==> config.mk <==
export PLATFORM = sky130hd
export DESIGN_NAME = conv1_frame_ctrl
export DESIGN_NICKNAME = d
export VERILOG_FILES = /design/src/rtl/conv1_pkg.sv /design/src/rtl/conv1_raster_cnt.sv /design/src/rtl/conv1_frame_ctrl.sv
export SDC_FILE = /design/constraint.sdc
export NUM_CORES = 1
export LEC_CHECK = 0
export BUFFER_PORTS_ARGS = -buffer_cell sky130_fd_sc_hd__buf_2
export CAP_MARGIN = 20
export CORE_MARGIN = 5
export CORE_UTILIZATION = 45
export DETAILED_ROUTE_END_ITERATION = 10
export PLACE_DENSITY = 0.68
export SKIP_LAST_GASP = 1
export SLEW_MARGIN = 20
export SYNTH_ARGS = -nofsm -noshare
export SYNTH_HDL_FRONTEND = slang
export SYNTH_SLANG_ARGS = --single-unit
==> constraint.sdc <==
create_clock -name clk -period 2.02 [get_ports clk]
set_input_delay 0.101 -clock clk [delete_from_list [all_inputs] [get_ports clk]]
set_output_delay 0.101 -clock clk [all_outputs]
set_load 0.005 [all_outputs]
==> src/rtl/conv1_pkg.sv <==
// conv1_pkg: frame geometry and sequencer state encoding shared by the conv1 frame control logic
package conv1_pkg;
  localparam int WIDTH = 28;
  localparam int HEIGHT = 28;
  localparam int FILTER_SIZE = 5;
  localparam int NUM_PIX = WIDTH * HEIGHT;
  localparam int OUT_W = WIDTH - FILTER_SIZE + 1;
  localparam int OUT_H = HEIGHT - FILTER_SIZE + 1;
  localparam int NUM_WIN = OUT_W * OUT_H;
  typedef enum logic [1:0] {IDLE, READ, FLUSH, DONE} state_e;
endpackage

==> src/rtl/conv1_raster_cnt.sv <==
// conv1_raster_cnt: enable-driven column/row raster counter with wrap and end-of-frame flag
module conv1_raster_cnt
  import conv1_pkg::*;
#(
  parameter int W = WIDTH,
  parameter int H = HEIGHT,
  parameter int CW = 5
) (
  input  logic          clk,
  input  logic          rst,
  input  logic          en,
  output logic [CW-1:0] col,
  output logic [CW-1:0] row,
  output logic          last
);
  logic [CW-1:0] col_q, row_q;
  logic col_end;
  assign col_end = col_q == CW'(W - 1);
  assign last = col_end && row_q == CW'(H - 1);
  assign col = col_q;
  assign row = row_q;
  always_ff @(posedge clk or posedge rst)
    if (rst) begin
      col_q <= '0;
      row_q <= '0;
    end else if (en) begin
      col_q <= col_end ? '0 : col_q + CW'(1);
      row_q <= col_end ? (last ? '0 : row_q + CW'(1)) : row_q;
    end
endmodule

==> src/rtl/conv1_frame_ctrl.sv <==
// conv1_frame_ctrl: reads one frame from a 1-cycle-latency pixel memory in raster order,
// streams it to the window buffer and tags pixels that complete a filter window
module conv1_frame_ctrl
  import conv1_pkg::*;
#(
  parameter int DATA_BITS = 8,
  parameter int ADDR_BITS = 10
) (
  input  logic                 clk,
  input  logic                 rst,
  input  logic                 start,
  input  logic                 stall,
  output logic                 mem_rd_en,
  output logic [ADDR_BITS-1:0] mem_addr,
  input  logic [DATA_BITS-1:0] mem_data,
  output logic [DATA_BITS-1:0] pix_out,
  output logic                 pix_valid,
  output logic                 win_valid,
  output logic [4:0]           win_row,
  output logic [4:0]           win_col,
  output logic                 busy,
  output logic                 frame_done
);
  state_e state_q, state_d;
  logic [ADDR_BITS-1:0] rd_cnt_q, rd_cnt_d;
  logic pix_valid_q, rd_last, d_last;
  logic [4:0] d_row, d_col, win_row_q, win_col_q;
  conv1_raster_cnt #(.W(WIDTH), .H(HEIGHT), .CW(5)) u_deliv (
    .clk (clk),
    .rst (rst),
    .en  (pix_valid_q),
    .col (d_col),
    .row (d_row),
    .last(d_last)
  );
  assign rd_last = rd_cnt_q == ADDR_BITS'(NUM_PIX - 1);
  assign mem_rd_en = state_q == READ && !stall;
  assign rd_cnt_d = mem_rd_en ? (rd_last ? '0 : rd_cnt_q + ADDR_BITS'(1)) : rd_cnt_q;
  assign mem_addr = rd_cnt_q;
  assign pix_valid = pix_valid_q;
  // the memory's output register supplies the delay, so its data lines up with pix_valid_q
  assign pix_out = pix_valid_q ? mem_data : '0;
  assign win_valid = pix_valid_q && d_row >= 5'(FILTER_SIZE - 1) && d_col >= 5'(FILTER_SIZE - 1);
  assign win_row = win_valid ? d_row - 5'(FILTER_SIZE - 1) : win_row_q;
  assign win_col = win_valid ? d_col - 5'(FILTER_SIZE - 1) : win_col_q;
  assign busy = state_q != IDLE;
  assign frame_done = state_q == DONE;
  always_comb begin
    state_d = state_q;
    case (state_q)
      IDLE:    state_d = start ? READ : IDLE;
      READ:    state_d = (mem_rd_en && rd_last) ? FLUSH : READ;
      FLUSH:   state_d = (pix_valid_q && d_last) ? DONE : FLUSH;
      default: state_d = IDLE;
    endcase
  end
  always_ff @(posedge clk or posedge rst)
    if (rst) begin
      state_q <= IDLE;
      rd_cnt_q <= '0;
      pix_valid_q <= 1'b0;
      win_row_q <= '0;
      win_col_q <= '0;
    end else begin
      state_q <= state_d;
      rd_cnt_q <= rd_cnt_d;
      pix_valid_q <= mem_rd_en;
      win_row_q <= win_row;
      win_col_q <= win_col;
    end
endmodule

==> flow_summary.toml, run 1 <==
[sta]
hold_viol = 0
fin_crit_ps = 2093
slew_violations = 0
fmaxAchievable_ghz = 0.4777
report.final.setup_viol = 10
hold_ws_ps = 227.9
finalCritPeriodShare_pct = 103.6
slew_headroom_pct = 71.46
clock_skew_ps = 6.855
tightest_slew_ps = 428.1
rsz0062_at_grt = "true"
worst_slack_ps = -73.26

[clock_network]
clk-insertion-delay-late_ps = 280
cts_buffers = 5
root_buffer = "clkbuf_8"
cts.path.max_buffers = 2
clk_pin_slew_ps = 70
htree_levels = 2
clock_sinks = 33
cts_tree = "done"

[global_routing]
grt_pass1_vias = 1481
grt_use_total_pct = 16.03
grt_max_degree = 34
grt.overflow.total = 0
grt_pass1_wl_mm = 6.679
antenna_found_initial = 0

[die]
num_rows = 22
core_area_mm2 = 0.003744
start_util_pct = 47.26
die_h_um = 72.70
die_x_um = 72.70
pin_count = 45
die-area_mm2 = 0.005285

[cells_and_area]
drive_above_1_share_pct = 40.17
num_antenna_cells = 0
design_area_mm2 = 0.002432
nFillCells = 313
fin_cells = 282
multiInputGateArea_um2 = 973.4
area.growth.synth_to_final_pct = 37.48
seqCellArea_um2 = 825.8
nets = 259
final_util_pct = 64.97

[routing]
drt-total-wl_mm = 3.962
ant_nets = 0
top_layer = "met4"
via_count = 1485
drt-pass1-iter-count = 4
drtIter0Drc = 55
viasPerCell = 5.266
wl_per_cell_um = 14.05
met1Wirelength_mm = 1.835
wl_met3_um = 237
met2WireLength_mm = 1.878
drc_errors = 0

[place]
place.gp.congestion = 0.8155
place_hpwl_mm = 2.711
io_buffers = 44
place_area_mm2 = 0.002123
dp_cells = 269

[pwr]
clkPwrFrac_pct = 24.4
p_sw_share_pct = 34.13
combPwrFrac_pct = 32.4
vdd_ir_drop_max_mv = 0.6190
leakagePower_nw = 1.241
seqPwrFrac_pct = 43.1
switchingPower_w = 0.0007007
pwr_density_cell_mw_per_mm2 = 844.1
intPower_w = 0.001352

[worst_hold_path]
min_from = "start"
hold_path_class = "input pin to flop"

[critical_path]
critPathCaptureType = "output port"
reg2reg_from = "u_deliv.col[2]"
worst-path-max-fanout = 4
cp.required_ps = 1920
arrival_ps = 1990
critPathKind = "flop to output port"
cp-start-kind = "flop"
setup.worst_path.start = "u_deliv.row[3]"

[synth]
ys_ff_latch = 33
postSynthCellCount = 168
synth_area_leader_cell = "dfrtp_1"
synth_flop_cell = "dfrtp_1"
synth_warnings = 0
synth_enable_flop_cells = 0
yosys.area.top_type_share_pct = 46.68
synth.area.top_cells = "dfrtp_1 47%, ha_1 9.2%, mux2_1 4.5%"
syn_avg_cell_area_um2 = 10.53
synthArstFlopShare_pct = 100.0
syn_nets = 193
seq_area_frac_synth_pct = 46.68
synthDistinctLibCells = 42
synth_area_mm2 = 0.001769

[status]
failed_checks = "setup timing"
status = "complete, but fails checks"

[flow_run]
cap_violations = 0
==> cell usage in the layout, fill, tap and decap left out, types with 3 or more instances in the layout <==
cell      synthesis  layout
buf_2             1      36
dfrtp_1          33      33
buf_4             0      16
nand2_1          11      11
nand3_1          11      11
o21ai_0          10      10
inv_1            14       9
and2_1            9       9
ha_1             13       9
buf_6             1       9
mux2_4            0       8
inv_2             2       7
clkbuf_8          0       6
a21oi_1           4       4
nand4_1           4       4
xor2_1            4       4
xnor2_1           3       3
or4_1             3       3
nor2_1            3       3
nand2b_1          3       3
ha_4              0       3
==> registers in the layout (all words and copies together), names as in the netlist <==
name         cells
u_deliv.col      5
u_deliv.row      5
win_col_q        5
win_row_q        5
mem_addr        10
state_q          2
pix_valid        1
==> power groups by stage <==
stage	clock network [W]	logic, W	registers, W
floorplan	0	0.000295	0.000896
global placement	0	0.000497	0.000891
finish	0.000502	0.000666	0.000886
CTS	0.000514	0.000659	0.000881
detailed placement	0	0.000507	0.000890
global route	0.000540	0.000759	0.000902
==> worst max-delay path: stages (launching register included) <==
cell and delay, ps:
dfrtp_1 390, inv_2 70, ha_2 190, a2111oi_4 70, or3b_4 420, buf_6 150, mux2_4 310, buf_6 120
==> synthesized netlist by cell type, types with 2 or more instances <==
master / n
dfrtp_1: 33
a2111oi_0: 2
nand2_1: 11
or3b_1: 2
clkbuf_1: 2
mux2_2: 2
o221ai_1: 2
mux2i_1: 2
and3_1: 2
xnor2_1: 3
xor2_1: 4
inv_2: 2
nand2b_1: 3
a21o_1: 2
a21oi_1: 4
or4_1: 3
inv_1: 14
nand3_1: 11
mux2_1: 7
nor2_1: 3
o21ai_0: 10
ha_1: 13
and2_1: 9
nand4_1: 4
==> kinds of logic after synthesis <==
| kind of cell | after synthesis | share of synthesized area [%] |
|---|---|---|
| AO/OA/AOI/OAI | 28 | 10.26 |
| XOR/XNOR | 7 | 3.465 |
| buffers and inverters | 20 | 4.738 |
| flip-flops | 33 | 46.68 |
| AND/OR/NAND/NOR | 56 | 18.81 |
| multiplexers | 11 | 6.860 |
| adder cells (fa/ha/maj) | 13 | 9.194 |
==> final timing paths <==
| check | to | slack (ps) | cells past startpoint |
|---|---|---|---|
| min in group asynchronous | u_deliv.col[1] | 470 | 4 |
| worst max-delay path | win_col[0] | -70 | 7 |
| worst min-delay path | state_q[0] | 230 | 4 |
| max in group asynchronous | mem_addr[9] | 1250 | 4 |
| worst min register to register | win_row_q[2] | 500 | 1 |
| worst max register to register | u_deliv.row[2] | 220 | 6 |
==> metal layers <==
metal / vias up / global-route usage (%)
li1: 721 / -
met1: 715 / 20.55
met2: 46 / 26.85
met3: 3 / 4.683
met4: 0 / 3.279
met5: - / 0
==> final cells by class <==
cell class	instances	share of cell area [%]
Multi-Input combinational cell	115	40.02
Sequential cell	33	33.95
Timing Repair Buffer	63	17.54
Clock buffer	7	3.549
Inverter	16	2.469
Tap cell	48	2.469
==> through the flow <==
step | setup TNS (ps) | worst slack, ps | total power [W]
final | -573.4 | -73.26 | 0.002053
after global routing | -1408 | -149.5 | 0.002201
after CTS | -548.3 | -67.31 | 0.002054
after detailed placement | -105.9 | -32.68 | 0.001396
after global placement | -175.2 | -33.43 | 0.001388
after floorplan | 0 | 161.8 | 0.001191
==> repair_timing <==
| action | in CTS | in global routing |
|---|---|---|
| hold buffers | 1 | 0 |
| pin swaps | 5 | 2 |
| buffers inserted | 5 | 0 |
| hold endpoints to repair | 33 | 0 |
| cloned | 0 | 0 |
| gates resized for setup | 38 | 1 |
| setup endpoints to repair | 11 | 10 |
Note: power is estimated with default switching activity, not from simulation.
==> run 2: changes to the inputs <==
Settings changed: GPL_ROUTABILITY_DRIVEN set to 0, SYNTH_HIERARCHICAL set to 1.
==> run 2 against run 1 <==
The run still ends with setup timing left. Sequential power is 8.6% higher. Area after synthesis is 2.1% higher. Non-clock buffer count shrank 4. Routed wire length grew 0.53%. Setup slack gained 48 ps. Cell count fell by 2.5%. Design area decreased by 2.2%. Total power rose by 1.6%. Register-to-register slack better by 20 ps. Count of clock-buffer cells in the layout unchanged. Critical path type unchanged. Largest cell class unchanged.
==> flow_summary.toml, run 2 <==
[clock_network]
htree_levels = 2
cts_buffers = 5
cts_tree = "done"
cts.path.max_buffers = 2
clk_pin_slew_ps = 70
root_buffer = "clkbuf_8"
clk-insertion-delay-late_ps = 280
clock_sinks = 33

[sta]
slew_headroom_pct = 68.65
worst_slack_ps = -24.82
report.final.setup_viol = 4
hold_ws_ps = 200.6
tightest_slew_ps = 469.0
setup-tns-final_ps = -88.67
clock_skew_ps = 7.944
rsz0062_at_grt = "true"
fin_crit_ps = 2045
fmaxAchievable_ghz = 0.4890
slew_violations = 0
finalCritPeriodShare_pct = 101.2
hold_viol = 0

[pwr]
leakagePower_nw = 1.204
vdd_ir_drop_max_mv = 0.6203
clkPwrFrac_pct = 26.0
intPower_w = 0.001387
switchingPower_w = 0.0006986
combPwrFrac_pct = 27.9
pwr_density_cell_mw_per_mm2 = 876.5
p_sw_share_pct = 33.49
seqPwrFrac_pct = 46.1

[cells_and_area]
largest_register_ffs = 10
seqCellArea_um2 = 830.8
area.growth.synth_to_final_pct = 31.72
design_area_mm2 = 0.002380
nFillCells = 316
multiInputGateArea_um2 = 954.7
drive_above_1_share_pct = 43.56
mostFrequentLayoutCells = "38 x buf_2, 29 x dfrtp_1, 12 x buf_4, 9 x inv_1, 9 x and2_1"
num_antenna_cells = 0
nets = 243
layout_commonest_cell = "buf_2"

[critical_path]
cp.required_ps = 1920
ff2ff_path_depth = 5
setup.worst_path.start = "u_deliv/row[2]"
critPathKind = "flop to output port"
rrSetupSlack_ps = 240
worst-path-max-fanout = 8
cp-endpoint = "win_row[0]"
arrival_ps = 1940
reg2reg_from = "u_deliv/row[2]"
r2r-end = "win_row_q[4]"
critPathCaptureType = "output port"
cp-start-kind = "flop"

[synth]
synth_area_mm2 = 0.001807
synth.area.top_cells = "dfrtp_1 46%, ha_1 4.8%, mux2_4 4.2%"
synth_flop_cell = "dfrtp_1"
seq_area_frac_synth_pct = 45.71
synth.most_common_cell = "dfrtp_1"
synth_warnings = 6
synth_top_cells_by_count = "33 x dfrtp_1, 11 x inv_1, 9 x and2_1"
synth_enable_flop_cells = 0
syn_nets = 180
synth_area_leader_cell = "dfrtp_1"
postSynthCellCount = 161
ys_ff_latch = 33
synthArstFlopShare_pct = 100.0
yosys.area.top_type_share_pct = 45.71
syn_avg_cell_area_um2 = 11.22
synthDistinctLibCells = 52

[global_routing]
grt_max_degree = 24
antenna_found_initial = 0
grt_pass1_wl_mm = 6.789
grt_pass1_vias = 1515
grt_use_total_pct = 16.16
grt.overflow.total = 0

[die]
die_h_um = 73.37
core_area_mm2 = 0.003943
num_rows = 23
die_x_um = 73.37
start_util_pct = 45.83
pin_count = 45
die-area_mm2 = 0.005382

[routing]
drt-total-wl_mm = 3.983
drt-pass1-iter-count = 4
drc_errors = 0
viasPerCell = 5.091
wl_per_cell_um = 14.48
via_count = 1400
ant_nets = 0
drtIter0Drc = 49

[place]
place_hpwl_mm = 2.946
place_area_mm2 = 0.002093
io_buffers = 44

[worst_hold_path]
hold_path_class = "input pin to flop"

[status]
failed_checks = "setup timing"
status = "complete, but fails checks"

[flow_run]
cap_violations = 0
==> run 2: metal layers <==
metal  track usage (%)  share of wire [%]  vias up
met1             19.45                 44      666
met3             3.830                4.5        6
met4             6.036                1.2        0
li1                  -                  -      701
met2             27.90                 51       27
met5                 0                  0        -
==> run 2: kinds of logic after synthesis <==
logic type	count (synthesis)	share of synthesized area, %
and+or+nand+nor	61	22.37
AOI/OAI and AO/OA	25	10.60
adders and majority gates	7	4.847
buffers and inverters	15	4.224
xor gates and xnor gates	8	3.878
DFF	33	45.71
muxes	12	8.379
==> run 2: power by group through the flow <==
stage	clock network (W)	registers, W	logic (W)
2_1_floorplan	0	0.000933	0.000333
3_3_place_gp	0	0.000966	0.000457
3_5_place_dp	0	0.000973	0.000479
4_1_cts	0.000561	0.000960	0.000550
5_1_grt	0.000588	0.000990	0.000655
6_report	0.000542	0.000962	0.000583
==> run 2: final cells by class <==
| cell class | instances | area share, % |
|---|---|---|
| Tap cell | 50 | 2.629 |
| Clock buffer | 7 | 4.048 |
| Timing Repair Buffer | 59 | 15.98 |
| Inverter | 12 | 2.103 |
| Clock inverter | 1 | 0.2103 |
| Multi-Input combinational cell | 113 | 40.12 |
| Sequential cell | 33 | 34.91 |
==> run 2: worst max-delay path, cell delays in order, from the launching register on <==
cell	delay, ps
dfrtp_2	430
or3_4	400
o221ai_4	230
buf_6	180
mux2_4	320
buf_6	120
==> run 2: how the worst min path moves through the flow <==
stage | from | endpoint | slack, ps | depth (start not counted)
2_1_floorplan | rst | u_deliv/col[0] | -60 | 1
3_3_place_gp | rst | u_deliv/row[3] | 100 | 2
3_5_place_dp | rst | u_deliv/row[4] | 110 | 2
4_1_cts | start | state_q[0] | 190 | 4
5_1_grt | start | state_q[0] | 240 | 4
6_report | start | state_q[0] | 200 | 4
==> run 2: per-stage QoR <==
step | util, % | power [W] | instances | worst slack (ps)
global placement | 53.09 | 0.001423 | 256 | 230.1
floorplan | - | 0.001267 | 161 | 371.7
detailed placement | 53.09 | 0.001452 | 256 | 180.4
global route | 60.36 | 0.002233 | 275 | -101.4
finish | 60.36 | 0.002086 | 275 | -24.82
CTS | 59.19 | 0.002070 | 273 | -12.98
==> run 2: timing repair <==
action,in CTS,in global routing
buffers inserted,8,2
endpoints found under the hold margin,33,0
gates resized for setup,16,6
pin swaps,2,1
hold buffers,1,0
setup endpoints to repair,9,10
